### src/rtl/vga_pkg.sv
// Shared VGA 640x480@60 timing constants, coordinate and colour types for the
// frogger display path.
package vga_pkg;

  localparam int H_VISIBLE = 640;
  localparam int H_FP      = 16;
  localparam int H_SYNC    = 96;
  localparam int H_BP      = 48;
  localparam int H_TOTAL   = H_VISIBLE + H_FP + H_SYNC + H_BP;

  localparam int V_VISIBLE = 480;
  localparam int V_FP      = 10;
  localparam int V_SYNC    = 2;
  localparam int V_BP      = 33;
  localparam int V_TOTAL   = V_VISIBLE + V_FP + V_SYNC + V_BP;

  localparam int H_SYNC_START = H_VISIBLE + H_FP;
  localparam int H_SYNC_END   = H_SYNC_START + H_SYNC;
  localparam int V_SYNC_START = V_VISIBLE + V_FP;
  localparam int V_SYNC_END   = V_SYNC_START + V_SYNC;

  localparam int CLK_DIV = 2;

  typedef logic [10:0] coord_t;

  typedef struct packed {
    logic [7:0] r;
    logic [7:0] g;
    logic [7:0] b;
  } rgb_t;

  // Half-open window test [lo, hi) on a raster coordinate.
  function automatic logic in_window(coord_t v, int lo, int hi);
    return (v >= coord_t'(lo)) && (v < coord_t'(hi));
  endfunction

endpackage

### src/rtl/vga_clk_div.sv
// Pixel-rate divider: a one-Clk pixel enable (pe) on the last Clk of every
// pixel, and a registered ~50% duty VGA_CLK for the DAC.
module vga_clk_div #(
  parameter int CLK_DIV = 2
) (
  input  logic clk,
  input  logic rst_n,
  output logic pe,
  output logic vga_clk
);

  localparam int DW = (CLK_DIV > 2) ? $clog2(CLK_DIV) : 1;

  typedef logic [DW-1:0] div_t;

  div_t div;
  div_t div_next;

  assign pe       = (div == div_t'(CLK_DIV - 1));
  assign div_next = pe ? '0 : div + div_t'(1);

  // vga_clk is computed from div_next so the register mirrors the current div
  // phase: low for the first half of a pixel, high for the second.
  always_ff @(posedge clk or negedge rst_n) begin
    if (!rst_n) begin
      div     <= '0;
      vga_clk <= 1'b0;
    end else begin
      // NOTE: non-blocking assignments in clocked blocks so every register
      // samples pre-edge values regardless of statement order.
      div     <= div_next;
      vga_clk <= (div_next >= div_t'(CLK_DIV / 2));
    end
  end

endmodule

### src/rtl/vga_timing_gen.sv
// Raster source and video sink: DrawX/DrawY to color_mapper, registered colour
// aligned with HS/VS/BLANK_N one pixel later, and a per-frame frame_start pulse.
module vga_timing_gen
  import vga_pkg::coord_t, vga_pkg::rgb_t, vga_pkg::in_window;
#(
  parameter int CLK_DIV   = vga_pkg::CLK_DIV,
  parameter int H_VISIBLE = vga_pkg::H_VISIBLE,
  parameter int H_FP      = vga_pkg::H_FP,
  parameter int H_SYNC    = vga_pkg::H_SYNC,
  parameter int H_BP      = vga_pkg::H_BP,
  parameter int V_VISIBLE = vga_pkg::V_VISIBLE,
  parameter int V_FP      = vga_pkg::V_FP,
  parameter int V_SYNC    = vga_pkg::V_SYNC,
  parameter int V_BP      = vga_pkg::V_BP
) (
  input  logic       Clk,
  input  logic       Reset_n,
  output coord_t     DrawX,
  output coord_t     DrawY,
  input  logic [7:0] Red_in,
  input  logic [7:0] Green_in,
  input  logic [7:0] Blue_in,
  output logic [7:0] VGA_R,
  output logic [7:0] VGA_G,
  output logic [7:0] VGA_B,
  output logic       VGA_HS,
  output logic       VGA_VS,
  output logic       VGA_BLANK_N,
  output logic       VGA_CLK,
  output logic       frame_start
);

  localparam int H_TOTAL      = H_VISIBLE + H_FP + H_SYNC + H_BP;
  localparam int V_TOTAL      = V_VISIBLE + V_FP + V_SYNC + V_BP;
  localparam int H_SYNC_START = H_VISIBLE + H_FP;
  localparam int H_SYNC_END   = H_SYNC_START + H_SYNC;
  localparam int V_SYNC_START = V_VISIBLE + V_FP;
  localparam int V_SYNC_END   = V_SYNC_START + V_SYNC;

  logic   pe;
  coord_t hc;
  coord_t vc;
  coord_t hc_next;
  coord_t vc_next;
  logic   h_last;
  logic   v_last;
  logic   vis;
  logic   h_sync;
  logic   v_sync;
  rgb_t   pix_in;
  rgb_t   pix_q;

  vga_clk_div #(
    .CLK_DIV (CLK_DIV)
  ) u_clk_div (
    .clk     (Clk),
    .rst_n   (Reset_n),
    .pe      (pe),
    .vga_clk (VGA_CLK)
  );

  // ---------------------------------------------------------------------------
  // Raster counters: advance once per pixel, vc steps when hc wraps.
  // ---------------------------------------------------------------------------
  assign h_last = (hc == coord_t'(H_TOTAL - 1));
  assign v_last = (vc == coord_t'(V_TOTAL - 1));

  always_comb begin
    // NOTE: defaults first in always_comb so no path can leave a variable
    // unassigned and infer a latch.
    hc_next = hc;
    vc_next = vc;
    if (pe) begin
      hc_next = h_last ? '0 : hc + coord_t'(1);
      if (h_last) begin
        vc_next = v_last ? '0 : vc + coord_t'(1);
      end
    end
  end

  always_ff @(posedge Clk or negedge Reset_n) begin
    if (!Reset_n) begin
      hc <= '0;
      vc <= '0;
    end else begin
      hc <= hc_next;
      vc <= vc_next;
    end
  end

  assign DrawX = hc;
  assign DrawY = vc;

  // ---------------------------------------------------------------------------
  // Output stage: colour returned by color_mapper for (hc,vc) is registered on
  // the pe that leaves that pixel, so sync/blank are registered alongside it.
  // ---------------------------------------------------------------------------
  assign vis    = (hc < coord_t'(H_VISIBLE)) && (vc < coord_t'(V_VISIBLE));
  assign h_sync = in_window(hc, H_SYNC_START, H_SYNC_END);
  assign v_sync = in_window(vc, V_SYNC_START, V_SYNC_END);
  assign pix_in = '{r: Red_in, g: Green_in, b: Blue_in};

  always_ff @(posedge Clk or negedge Reset_n) begin
    if (!Reset_n) begin
      pix_q       <= '0;
      VGA_HS      <= 1'b1;
      VGA_VS      <= 1'b1;
      VGA_BLANK_N <= 1'b0;
      frame_start <= 1'b0;
    end else begin
      // One Clk wide: only the pe that wraps (799,524) -> (0,0) raises it.
      frame_start <= pe && h_last && v_last;
      if (pe) begin
        pix_q       <= vis ? pix_in : '0;
        VGA_HS      <= ~h_sync;
        VGA_VS      <= ~v_sync;
        VGA_BLANK_N <= vis;
      end
    end
  end

  assign VGA_R = pix_q.r;
  assign VGA_G = pix_q.g;
  assign VGA_B = pix_q.b;

endmodule

### config.mk
export PLATFORM = sky130hd
export DESIGN_NAME = vga_timing_gen
export DESIGN_NICKNAME = d
export VERILOG_FILES = /design/src/rtl/vga_pkg.sv /design/src/rtl/vga_clk_div.sv /design/src/rtl/vga_timing_gen.sv
export SDC_FILE = /design/constraint.sdc
export NUM_CORES = 1
export LEC_CHECK = 0
export BUFFER_PORTS_ARGS = -buffer_cell sky130_fd_sc_hd__clkbuf_2
export CELL_PAD_IN_SITES_DETAIL_PLACEMENT = 1
export CELL_PAD_IN_SITES_GLOBAL_PLACEMENT = 1
export CORE_MARGIN = 10
export CORE_UTILIZATION = 41
export DETAILED_ROUTE_END_ITERATION = 10
export GPL_TIMING_DRIVEN = 0
export PLACE_DENSITY = 0.86
export SLEW_MARGIN = 25
export SYNTH_ARGS = -nofsm -noshare
export SYNTH_HDL_FRONTEND = slang
export SYNTH_SLANG_ARGS = --single-unit
### constraint.sdc
create_clock -name Clk -period 4.7 [get_ports Clk]
set_input_delay 0.94 -clock Clk [delete_from_list [all_inputs] [get_ports Clk]]
set_output_delay 0.94 -clock Clk [all_outputs]
set_load 0.01 [all_outputs]
==> flow_summary.json <==
{
  "worst-path-buf-inv": 1,
  "slew_violations": 0,
  "drive_gt1_frac": 0.3449,
  "yosys_warnings": 0,
  "arrival_ns": 1.01,
  "path_clk_slew_ns": 0.10,
  "powerDensity_nw_per_um2": 270.3,
  "cts_hold_buf": 0,
  "io_buffers": 76,
  "final_common_cell": "clkbuf_2",
  "r2r_setup_slack_ns": 2.94,
  "final_cell_mix": "75 x clkbuf_2, 49 x dfrtp_1, 24 x a22o_1",
  "rsz0062_at_grt": "no",
  "start_util": 0.4191,
  "cts_tree": "done",
  "synth_cells": 203,
  "antenna_cells": 0,
  "area_growth_syn_to_layout_pct": 24.93,
  "grt_max_degree": 52,
  "p_leak_uw": 0.001448,
  "drc": 0,
  "r2r_cells": 5,
  "fin_crit_sh": 0.4146,
  "fin_area_sq_um": 2865,
  "crit_type": "flip-flop to primary output",
  "vias": 1926,
  "critical_path.endpoint": "VGA_VS",
  "r2r-start": "DrawX[0]$_DFFE_PN0P_",
  "grt_pass1_vias": 2210,
  "cts_inserted_buffers": 5,
  "drt-total-wl_um": 6550,
  "rows": 27,
  "htreeDepth": 2,
  "fmax_mhz": 513.2,
  "finalSetupTns_ns": 0,
  "min_path_type": "flip-flop to flip-flop",
  "syn_nets": 232,
  "grt_pass1_wl_um": 10900,
  "crit_slowest_cell": "dfstp_2",
  "worstSetupStartpointType": "flip-flop",
  "tightest_slew_ns": 0.7022,
  "hpwl_um": 5017,
  "drtIter0Drc": 40,
  "syn_area_per_cell_sq_um": 11.30,
  "min_period_ns": 1.949,
  "core_area_sq_um": 5473,
  "hold_viol": 0,
  "ys_types": 38,
  "crit_path_end_kind": "primary output",
  "gp_congestion": 0.8450,
  "die_y_um": 94.79,
  "critPathLaunch": "VGA_VS$_DFFE_PN1P_",
  "dieArea_sq_um": 8985,
  "reg2reg_to": "DrawY[3]$_DFFE_PN0P_",
  "netlist_area_sq_um": 2293,
  "fin_nets": 315,
  "via_per_inst": 5.365,
  "synth-seq-area-share": 0.5576,
  "pin_count": 77,
  "antenna_found_initial": 0,
  "status": "complete, no violations",
  "critPathRequiredTime_ns": 3.76,
  "finClkSkew_ns": 0.008410,
  "drt-wirelength-per-cell_um": 18.25,
  "die_w_um": 94.79,
  "ant_nets": 0,
  "ys_ff_latch": 51,
  "clk_path_buf_depth": 2,
  "finalSetupViolations": 0,
  "crit_chain": "clkbuf_2",
  "critical-path-top-delay-family": "flip-flops",
  "vdd_drop_max_mv": 0.1773,
  "n_fill_cell": 653,
  "cts_setup_buffers": 0,
  "critical_path_depth": 1,
  "grt_usage": 0.1503,
  "cts-resized-gates": 0,
  "clockRootBuffer": "clkbuf_8",
  "worstSkewPairLatency_ns": 0.31,
  "cts_sinks": 51,
  "maxCapViolCount": 0,
  "overflow": 0,
  "dr.pass1.iters": 4,
  "relSlewSlack": 0.5319,
  "crit_path_max_incr_delay_ns": 0.57,
  "cp_max_fo": 2,
  "post_dp_cell_area_sq_um": 2766
}
[report_power, final]
group          internal (uW)  total (uW)  switching [uW]  leakage, uW
Sequential               449         456            6.71     0.000630
Clock                    120         273             152    0.0000474
Combinational           21.6        46.1            24.5     0.000771
[worst min-delay path by stage]
stage,start,to,slack (ns),depth (start not counted)
2_1_floorplan,VGA_HS$_DFFE_PN1P_,VGA_HS$_DFFE_PN1P_,0.49,2
3_3_place_gp,VGA_BLANK_N$_DFFE_PN0P_,VGA_BLANK_N$_DFFE_PN0P_,0.47,1
3_5_place_dp,VGA_BLANK_N$_DFFE_PN0P_,VGA_BLANK_N$_DFFE_PN0P_,0.48,1
4_1_cts,VGA_BLANK_N$_DFFE_PN0P_,VGA_BLANK_N$_DFFE_PN0P_,0.50,1
5_1_grt,VGA_BLANK_N$_DFFE_PN0P_,VGA_BLANK_N$_DFFE_PN0P_,0.52,1
6_report,VGA_HS$_DFFE_PN1P_,VGA_HS$_DFFE_PN1P_,0.50,2
[state kept, by name (all words and copies together), names as in the netlist]
name and flops:
VGA_B 8, VGA_HS 1, DrawX 11, VGA_G 8
u_clk_div.pe 1, VGA_R 8, VGA_VS 1, frame_start 1
DrawY 11, VGA_BLANK_N 1
[per-layer routing]
metal | track usage | vias to the layer above | wire length, um
li1 | - | 903 | -
met1 | 0.1692 | 952 | 2683
met2 | 0.2534 | 65 | 3164
met3 | 0.06820 | 6 | 650
met4 | 0.03865 | 0 | 51
met5 | 0 | - | 0
[per-stage QoR]
stage / power, uW / utilization / hold slack, ns / cells / setup WS (ns)
floorplan: 477.2 / - / 0.4907 / 203 / 3.113
global placement: 508.3 / 0.5050 / 0.4670 / 351 / 2.617
detailed placement: 512.2 / 0.5055 / 0.4786 / 351 / 2.964
CTS: 787.6 / 0.5235 / 0.5036 / 359 / 2.731
global route: 811.0 / 0.5235 / 0.5154 / 359 / 2.698
finish: 774.3 / 0.5235 / 0.5022 / 359 / 2.751
[final cells by class]
class                           count  area (sq um)  share of cell area
Inverter                            8         30.03             0.01048
Multi-Input combinational cell    131         894.6              0.3122
Tap cell                           72         90.09             0.03144
Buffer                             13         90.09             0.03144
Clock buffer                        6         82.58             0.02882
Clock inverter                      2         16.27            0.005677
Sequential cell                    51          1279              0.4463
Timing Repair Buffer               76         382.9              0.1336
[cell usage after synthesis (all sizes together)]
master | number | area share
nor2 | 12 | 0.020
nor4b | 3 | 0.011
xor2 | 3 | 0.011
nand2 | 11 | 0.018
a22o | 24 | 0.092
and4b | 1 | 0.0044
nand4 | 10 | 0.027
dfrtp | 49 | 0.53
a31oi | 4 | 0.011
o21ai | 10 | 0.022
and4 | 1 | 0.0038
o31ai | 1 | 0.0033
and2 | 2 | 0.0055
nand3 | 10 | 0.024
dfstp | 2 | 0.023
xnor2 | 6 | 0.023
a21o | 1 | 0.0033
buf | 10 | 0.034
a21oi | 5 | 0.011
and4bb | 2 | 0.011
clkbuf | 3 | 0.0049
nor3 | 2 | 0.0044
or3 | 2 | 0.0055
inv | 8 | 0.013
nor3b | 1 | 0.0055
a21boi | 1 | 0.0033
nor4 | 1 | 0.0027
and3 | 9 | 0.025
ha | 3 | 0.016
mux2i | 6 | 0.026
[cells by family after synthesis]
family	share of synthesized area
fa+ha+maj	0.01637
xor+xnor	0.03437
buf+inv	0.05237
simple gates	0.1680
mux	0.02619
flops	0.5576
compound gates	0.1451
Power figures use the tool's default switching activity.
